==> src/rtl/iob_arb_pkg.sv <==
// iob_arb_pkg: return-tag type, wsel encodings and one-hot decode shared by the io_buffer port arbiter.
package iob_arb_pkg;
  localparam int ID_W = 2;
  localparam logic WSEL_RD = 1'b1;
  localparam logic WSEL_WR = 1'b0;
  typedef struct packed {
    logic            vld;
    logic [ID_W-1:0] id;
    logic            pad;
  } tag_t;
  function automatic logic [ID_W-1:0] oh2idx(input logic [3:0] oh);
    logic [ID_W-1:0] r;
    r = '0;
    for (int i = 0; i < 4; i++) r = r | (oh[i] ? ID_W'(i) : '0);
    return r;
  endfunction
endpackage

==> src/rtl/iob_rr_arbiter.sv <==
// iob_rr_arbiter: N-way round-robin pick; the search starts at the pointer, which moves past the winner on i_adv.
module iob_rr_arbiter import iob_arb_pkg::*; #(
  parameter int N = 2
) (
  input  logic         i_clk,
  input  logic         i_rst,
  input  logic [N-1:0] i_req,
  input  logic         i_adv,
  output logic [N-1:0] o_gnt
);
  logic [ID_W-1:0] r_ptr;
  logic [ID_W-1:0] w_idx;
  logic [N-1:0] w_rot;
  logic [N-1:0] w_lsb;
  // rotate so the pointer sits at bit 0, take the lowest set bit, rotate back
  assign w_rot = N'({i_req, i_req} >> r_ptr);
  assign w_lsb = w_rot & (~w_rot + 1'b1);
  assign o_gnt = N'(({w_lsb, w_lsb} << r_ptr) >> N);
  assign w_idx = oh2idx(4'(o_gnt));
  always_ff @(posedge i_clk) begin
    if (i_rst) r_ptr <= '0;
    else if (i_adv) r_ptr <= (w_idx == ID_W'(N - 1)) ? '0 : w_idx + 1'b1;
  end
endmodule

==> src/rtl/iob_port_arbiter.sv <==
// iob_port_arbiter: shares io_buffer's internal port between NUM_RD read/pad requesters and one writer,
// issuing registered commands and routing returned data back in grant order via a tag pipe.
module iob_port_arbiter import iob_arb_pkg::*; #(
  parameter int NUM_RD     = 2,
  parameter int AW         = 12,
  parameter int DW         = 256,
  parameter int RD_LAT     = 1,
  parameter int STARVE_MAX = 8
) (
  input  logic                 i_clk,
  input  logic                 i_rst,
  input  logic                 i_ext_en,
  input  logic [NUM_RD-1:0]    i_rd_req,
  input  logic [NUM_RD*AW-1:0] i_rd_addr,
  input  logic [NUM_RD-1:0]    i_rd_pad,
  output logic [NUM_RD-1:0]    o_rd_gnt,
  input  logic                 i_wr_req,
  input  logic [AW-1:0]        i_wr_addr,
  input  logic [DW-1:0]        i_wr_data,
  output logic                 o_wr_gnt,
  output logic [AW-1:0]        o_iob_raddr,
  output logic                 o_iob_rd_en,
  output logic                 o_iob_pad_en,
  output logic [AW-1:0]        o_iob_waddr,
  output logic                 o_iob_wr_en,
  output logic [DW-1:0]        o_iob_wdat,
  output logic                 o_wsel,
  input  logic [DW-1:0]        i_mdata,
  input  logic                 i_mdata_vld,
  output logic [DW-1:0]        o_rd_data,
  output logic [NUM_RD-1:0]    o_rd_vld
);
  localparam int SW = $clog2(STARVE_MAX + 1);
  logic [NUM_RD-1:0] w_rr_gnt;
  logic              w_rd_any, w_rd_win, w_wr_win, w_rd_pad;
  logic [AW-1:0]     w_rd_addr;
  logic [SW-1:0]     r_starve;
  tag_t              r_cmd_tag;
  tag_t              r_tag [RD_LAT];
  tag_t              w_exit;
  iob_rr_arbiter #(.N(NUM_RD)) u_rr (
    .i_clk (i_clk),
    .i_rst (i_rst),
    .i_req (i_rd_req),
    .i_adv (w_rd_win),
    .o_gnt (w_rr_gnt)
  );
  assign w_rd_any = |i_rd_req;
  // the writer has priority until pending reads have lost STARVE_MAX cycles in a row
  assign w_rd_win = !i_ext_en && w_rd_any && (!i_wr_req || r_starve >= SW'(STARVE_MAX));
  assign w_wr_win = !i_ext_en && i_wr_req && !w_rd_win;
  assign o_rd_gnt = w_rd_win ? w_rr_gnt : '0;
  assign o_wr_gnt = w_wr_win;
  assign w_exit   = r_tag[RD_LAT-1];
  always_comb begin
    w_rd_addr = '0;
    w_rd_pad  = 1'b0;
    for (int k = 0; k < NUM_RD; k++) begin
      w_rd_addr = w_rd_addr | (i_rd_addr[k*AW +: AW] & {AW{w_rr_gnt[k]}});
      w_rd_pad  = w_rd_pad | (i_rd_pad[k] & w_rr_gnt[k]);
    end
  end
  always_ff @(posedge i_clk) begin
    if (i_rst) begin
      r_starve     <= '0;
      o_iob_raddr  <= '0;
      o_iob_rd_en  <= 1'b0;
      o_iob_pad_en <= 1'b0;
      o_iob_waddr  <= '0;
      o_iob_wr_en  <= 1'b0;
      o_iob_wdat   <= '0;
      o_wsel       <= WSEL_RD;
      r_cmd_tag    <= '0;
      for (int i = 0; i < RD_LAT; i++) r_tag[i] <= '0;
      o_rd_data    <= '0;
      o_rd_vld     <= '0;
    end else begin
      r_starve     <= w_rd_win ? '0 : (w_rd_any && r_starve != SW'(STARVE_MAX)) ? r_starve + 1'b1 : r_starve;
      o_iob_wr_en  <= w_wr_win;
      o_iob_rd_en  <= w_rd_win && !w_rd_pad;
      o_iob_pad_en <= w_rd_win && w_rd_pad;
      o_wsel       <= w_wr_win ? WSEL_WR : WSEL_RD;
      if (w_wr_win) begin
        o_iob_waddr <= i_wr_addr;
        o_iob_wdat  <= i_wr_data;
      end
      if (w_rd_win) o_iob_raddr <= w_rd_addr;
      r_cmd_tag <= '{vld: w_rd_win, id: oh2idx(4'(w_rr_gnt)), pad: w_rd_pad};
      r_tag[0]  <= r_cmd_tag;
      for (int i = 1; i < RD_LAT; i++) r_tag[i] <= r_tag[i-1];
      o_rd_vld  <= w_exit.vld ? NUM_RD'(1) << w_exit.id : '0;
      o_rd_data <= (w_exit.vld && !w_exit.pad) ? i_mdata : '0;
    end
  end
  a_rd_pad_excl: assert property (@(posedge i_clk) disable iff (i_rst) !(o_iob_rd_en && o_iob_pad_en));
  a_one_cmd:     assert property (@(posedge i_clk) disable iff (i_rst) $onehot0({o_iob_rd_en, o_iob_pad_en, o_iob_wr_en}));
  a_mdata_vld:   assert property (@(posedge i_clk) disable iff (i_rst) (RD_LAT != 1) || (i_mdata_vld == w_exit.vld));
  a_gnt_req:     assert property (@(posedge i_clk) !(|(o_rd_gnt & ~i_rd_req)) && !(o_wr_gnt && !i_wr_req));
endmodule

==> config.mk <==
export PLATFORM = sky130hd
export DESIGN_NAME = iob_port_arbiter
export DESIGN_NICKNAME = d
export VERILOG_FILES = /design/src/rtl/iob_arb_pkg.sv /design/src/rtl/iob_rr_arbiter.sv /design/src/rtl/iob_port_arbiter.sv
export SDC_FILE = /design/constraint.sdc
export NUM_CORES = 1
export LEC_CHECK = 0
export ABC_AREA = 1
export ABC_CLOCK_PERIOD_IN_PS = 1890
export CAP_MARGIN = 20
export CORE_AREA = 2 2 435 437
export CTS_BUF_LIST = sky130_fd_sc_hd__clkbuf_8
export CTS_CLUSTER_SIZE = 8
export DETAILED_ROUTE_END_ITERATION = 8
export DIE_AREA = 0 0 437 439
export HOLD_SLACK_MARGIN = 0.12
export PLACE_DENSITY = 0.4
export REMOVE_ABC_BUFFERS = 1
export SLEW_MARGIN = 5
export SYNTH_ARGS = -nofsm -noshare
export SYNTH_HDL_FRONTEND = slang
export SYNTH_SLANG_ARGS = --single-unit
export TNS_END_PERCENT = 1
==> constraint.sdc <==
create_clock -name i_clk -period 1.89 [get_ports i_clk]
set_clock_uncertainty 0.2 [all_clocks]
set_input_delay 0.189 -clock i_clk [delete_from_list [all_inputs] [get_ports i_clk]]
set_output_delay 0.189 -clock i_clk [all_outputs]
set_load 0.05 [all_outputs]
Word-level counts from Yosys, hierarchy flattened
Memory sizes are Yosys's and may differ from the RTL's.
Cells that the tools add are included.
{"block": "op_classes", "eq_ne": 2, "order_cmp": 1, "shifts": 3, "bitwise_logic": 10, "muxes": 9, "n_addsub": 3, "n_reduce_logical": 19}
{"operator": "12-bit bitwise AND", "count": 2}
{"operator": "12-bit bitwise OR", "count": 1}
{"operator": "1-bit logical AND", "count": 8}
{"operator": "2-bit OR reduction", "count": 4}
{"operator": "1-bit two-way mux", "count": 6}
{"operator": "1-bit logical NOT", "count": 5}
{"operator": "2-bit by 1-bit adder with 2-bit output (second input constant)", "count": 2}
{"operator": "4-bit by 1-bit adder with 4-bit output (second input constant)", "count": 1}
{"operator": "4-bit greater-or-equal comparator (second input constant)", "count": 1}
{"operator": "2-bit two-way mux", "count": 2}
{"operator": "4-bit two-way mux", "count": 1}
{"operator": "4-bit != test (second input constant)", "count": 1}
{"operator": "4-bit OR reduction", "count": 1}
{"operator": "4-bit by 2-bit << shifter with 4-bit output", "count": 1}
{"operator": "4-bit by 2-bit >> shifter with 2-bit output", "count": 1}
{"operator": "1-bit bitwise AND", "count": 2}
{"operator": "2-bit bitwise AND", "count": 1}
{"operator": "2-bit by 1-bit == test with 1-bit output (second input constant)", "count": 1}
{"operator": "1-bit inverter", "count": 2}
{"operator": "2-bit inverter", "count": 1}
{"operator": "1-bit by 2-bit << shifter with 2-bit output (first input constant)", "count": 1}
{"operator": "1-bit logical OR", "count": 1}
{"operator": "1-bit bitwise OR", "count": 1}
{"block": "totals", "memories": 1, "output_inout_bits": 545, "word_cells": 62, "ram_bits": 4, "inputBits": 557, "reg_bits": 552}
{"memory": "r_tag", "depth": 1, "word_bits": 4, "rd": 1, "rd_clocked_by_memory_dff": 0, "write_ports": 1, "line_no": "iob_port_arbiter.sv:39", "text": "tag_t r_tag [RD_LAT];"}

Logic depth before layout (Yosys ltp)
{"block": "logic_depth", "depth_word": 9, "depth_mapped": 8, "depth_no_buf": 7}

Cells and area by module
Synthesis repeated with hierarchy kept, for this count alone.
{"block": "unflattened", "cells_unflattened": 2176, "area_unflattened_um2": 20233.2}
{"module": "iob_port_arbiter", "area_each_um2": 20170.6, "n_inst": 1, "cells_per_inst": 2166, "seq_area_each_um2": 11050.6}
{"module": "iob_rr_arbiter", "area_each_um2": 62.6, "n_inst": 1, "cells_per_inst": 10, "seq_area_each_um2": 20.0}

Worst setup path before layout
OpenSTA, ideal clock, no wires.
{"block": "synth_path", "kind": "flip-flop to flip-flop", "startpoint": "reg r_starve[3]", "endpoint": "reg u_rr.r_ptr[0]", "path_buffers": 2, "setup_ns": 0.154, "slack_ns": -0.120, "arrival_ns": 1.656, "period_less_slack_ns": 2.010, "stages_incl_launch_ff": 8, "t_required_ns": 1.536, "cell_sequence": "dfxtp_1 inv_1 nand2_1 nand3_2 buf_2 buf_4 nor2_1 nor2_1"}
{"block": "synth_via", "elab_chain_len": 3}
{"item": "start: declaration", "line_no": "iob_port_arbiter.sv:37", "text": "logic [SW-1:0] r_starve;"}
{"item": "start signal: assignment", "line_no": "iob_port_arbiter.sv:78", "text": "r_starve <= w_rd_win ? '0 : (w_rd_any && r_starve != SW'(STARVE_MAX)) ? r_starve + 1'b1 : r_starve;"}
{"item": "4-bit greater-or-equal comparator", "line_no": "iob_port_arbiter.sv:50", "text": "assign w_rd_win = !i_ext_en && w_rd_any && (!i_wr_req || r_starve >= SW'(STARVE_MAX));"}
{"item": "1-bit logical OR", "line_no": "iob_port_arbiter.sv:50"}
{"item": "1-bit logical AND", "line_no": "iob_port_arbiter.sv:50"}
{"item": "end signal: assignment", "line_no": "iob_rr_arbiter.sv:22", "text": "else if (i_adv) r_ptr <= (w_idx == ID_W'(N - 1)) ? '0 : w_idx + 1'b1;"}
{"item": "end: declaration", "line_no": "iob_rr_arbiter.sv:11", "text": "logic [ID_W-1:0] r_ptr;"}
No other way between the ends.
A chain may end at the register's enable or synchronous reset.

Final worst setup path
{"block": "layout_path", "startpoint": "in i_rd_req[1]", "endpoint": "out o_rd_gnt[1]"}
{"block": "layout_via", "elab_chain_len": 6, "elab_cells_between_ends": 9, "cone_classes": "1 x add/sub; 2 x shift; 1 x mux; 2 x bitwise; 3 x reduce/logical"}
{"item": "start: declaration", "line_no": "iob_port_arbiter.sv:13", "text": "input logic [NUM_RD-1:0] i_rd_req,"}
{"item": "4-bit by 2-bit >> shifter with 2-bit output", "line_no": "iob_rr_arbiter.sv:16", "text": "assign w_rot = N'({i_req, i_req} >> r_ptr);"}
{"item": "2-bit inverter", "line_no": "iob_rr_arbiter.sv:17", "text": "assign w_lsb = w_rot & (~w_rot + 1'b1);"}
{"item": "2-bit by 1-bit adder with 2-bit output", "line_no": "iob_rr_arbiter.sv:17"}
{"item": "2-bit bitwise AND", "line_no": "iob_rr_arbiter.sv:17"}
{"item": "4-bit by 2-bit << shifter with 4-bit output", "line_no": "iob_rr_arbiter.sv:18", "text": "assign o_gnt = N'(({w_lsb, w_lsb} << r_ptr) >> N);"}
{"item": "2-bit two-way mux *", "line_no": "iob_port_arbiter.sv:52", "text": "assign o_rd_gnt = w_rd_win ? w_rr_gnt : '0;"}
{"item": "end: declaration", "line_no": "iob_port_arbiter.sv:16", "text": "output logic [NUM_RD-1:0] o_rd_gnt,"}
Every way passes the cells marked *; elsewhere a longest branch is shown, timed or not.

==> key figures <==
Die
  • Die W: 437 um
  • Chip Height: 439 um
  • Area of the core: 0.187 mm2
  • Initial core utilization: 0.108
  • FP Rows: 159
  • Die area: 0.192 mm2
  • Top Ports: 1,102

STA
  • Final worst path period share: 1.26
  • Peak Freq: 0.421 GHz
  • Final Slew Violations: 0
  • Final Hold Viols: 0
  • Final setup fails: 54
  • Slew headroom: 0.744
  • Tmin final: 2370 ps
  • RSZ-0062 raised after global routing: true
  • Worst setup margin: -483 ps
  • Worst hold slack: 146 ps
  • Worst-margin pin slew: 384 ps

Setup path
  • Crit path cell chain: clkdlybuf4s50_1, dlygate4sd3_1, inv_2, nand2_2, nand3_4, buf_6, nor2_4, buf_12
  • Setup crit end kind: primary output
  • CP peak stage delay: 580 ps
  • Setup crit start kind: primary input
  • Critical Path Fanout Max: 4
  • Critical setup path kind: primary input to primary output
  • Critical-path top delay cell: dlygate4sd3_1
  • CP required: 1500 ps
  • WP data arrival: 1980 ps

Place
  • Final GP Congestion: 0.813
  • IO Port Bufs: 1,100
  • Post-DP HPWL: 80,900 um

Clocking
  • CTS tree: yes
  • Clk_lat worst skew: 810 ps
  • CTS Buf Count: 112
  • Worst-path clk slew: 60 ps
  • Clock Tree Root: clkbuf_8
  • Max Root-Sink Buffers: 3
  • Clock Sinks: 553
  • Max H-tree Level: 3

Power and ir drop
  • Leak: 20.0 nW
  • Pwr dens: 690 mW/mm2
  • Max VDD drop: 0.624 mV
  • Design Power: 31.5 mW

Global route
  • First-pass GRT wire length: 153,000 um
  • Global route hottest layer: met2
  • Vias in the first global route: 23,300
  • Largest net degree at the start of global routing: 59
  • Total grt overflow: 0
  • Initial antenna violation count: 14
  • Met1 usage: 0.106
  • Met2 usage: 0.199
  • Total track usage: 0.107
  • Met3 Track Usage GR: 0.0331

Detailed routing
  • Drt wl/cell: 16.2 um
  • DRT Wirelength: 108,000 um
  • Total iterations of the first detailed-routing run: 5
  • DR iter-0 viols: 818
  • Avg Vias per Cell: 3.32
  • Via count: 22,200
  • Post-route ant nets: 0
  • DR DRC count: 0

Layout
  • Area Overhead vs Synth: 125%
  • Final core occ: 0.244
  • Layout net count: 4,640
  • Layout cells sized above 1: 0.323

Yosys
  • Synth Warn #: 0
  • Top-area cell type share of the netlist area: 0.546
  • Netlist Area Pre-Place: 0.0203 mm2
  • Library cells used by synthesis: 21
  • #FFs+latches synth: 553
  • Synth Area per Inst: 9.24 um2
  • Synth Instances: 2,195
  • Area leader, netlist: dfxtp_1
  • Register area share after synthesis: 0.546
  • Ranking of synthesized cells by area: dfxtp_1 (55%), nor2_4 (11%), nand4_1 (8.3%)

Run
  • MaxCap Viol Count: 0

Status
  • Outcome: finished, violations left
  • Failing checks: negative setup slack

Worst hold path
  • Worst min-delay path class: primary input to flip-flop
routing by layer:
metal / part of all wire / up-vias
met5: 0 / -
met4: 0.055 / 0
met3: 0.065 / 250
met2: 0.53 / 786
met1: 0.35 / 10200
li1: - / 10900
registers in the layout, summed over array words and instances (netlist names):
signal        count
o_iob_wdat      256
o_rd_data       256
o_iob_raddr      12
o_iob_waddr      12
r_starve          4
r_cmd_tag         3
r_tag             3
o_rd_vld          2
o_iob_pad_en      1
o_iob_rd_en       1
o_iob_wr_en       1
o_wsel            1
u_rr.r_ptr        1
placed cells by master, fill, tap and decap left out, drive strengths merged, types with 2 or more instances in the layout:
cell type / instances
diode: 12
clkinvlp: 3
nand2: 360
nor2: 272
nand4: 269
bufinv: 4
clkdlybuf4s50: 555
a21oi: 6
inv: 321
ha: 2
nand3: 273
dfxtp: 553
dlygate4sd3: 697
clkinv: 10
clkbuf: 138
buf: 700
cell families after synthesis:
family                   share of synthesized area
flip-flops                                   0.546
buffers and inverters                        0.108
XOR/XNOR                                  0.000432
adder cells (fa/ha/maj)                    0.00123
AO/OA/AOI/OAI                              0.00148
AND/OR/NAND/NOR                              0.343
worst max-delay path: cells and delay by family:
| family | cells | cell delay (ps) |
|---|---|---|
| and+or+nand+nor | 3 | 380 |
| buffers and inverters | 5 | 1420 |
power breakdown:
part           switching [mW]  leakage [nW]  internal [mW]
clock                    5.95          1.33           7.10
combinational            2.97          14.0           3.15
sequential              0.247          4.62           12.0
total                    9.17          20.0           22.3
through the flow:
step / setup slack (ps) / instance area [um2] / cells / setup TNS (ps)
finish: -483 / 45600 / 6673 / -2900
global route: -578 / 45600 / 6673 / -3200
CTS: -581 / 44300 / 6660 / -19070
detailed placement: -359 / 34200 / 5757 / -83550
global placement: -358 / 34200 / 5757 / -85350
floorplan: -12940 / 19100 / 2014 / -4696930
final cells by class:
class                           count  area [um2]
Timing Repair Buffer             1953       20500
Multi-Input combinational cell   1184        7060
Tap cell                         2495        3120
Fill cell                       20200      141000
Sequential cell                   553       11500
Antenna cell                       12        30.0
Clock buffer                      138        1900
Clock inverter                     61         399
Inverter                          277        1060
cells in the mapped netlist:
cell      count
buf_1        33
ha_1          2
buf_4         1
nand2_2       3
buf_2        44
a21oi_1       6
inv_4         1
dfxtp_1     553
nand3_2       1
buf_6         7
or2_1         1
nand2_1     357
buf_12       22
nor2_1       71
nand3_1     272
nand4_1     269
xor2_1        1
inv_2         2
clkbuf_1     74
inv_1       274
nor2_4      201
timing repair:
| action | CTS | global route |
|---|---|---|
| pin swaps | 3 | 4 |
| endpoints found under the setup margin | 546 | 312 |
| endpoints found under the hold margin | 553 | 10 |
| setup buffers | 7 | 0 |
| resized for setup | 1119 | 447 |
| hold buffers | 697 | 1 |
path summary, 6_finish.rpt:
check / endpoint / slack, ps / cells past startpoint / startpoint
worst max-delay path: o_rd_gnt[1] / -480 / 8 / i_rd_req[1]
worst min-delay path: u_rr.r_ptr[0] / 150 / 6 / i_rd_req[0]
worst max register to register: o_iob_wdat[2] / 70 / 8 / r_starve[3]
worst min register to register: r_tag[0][1] / 200 / 2 / r_cmd_tag[1]
(Power assumes the default switching activity.)
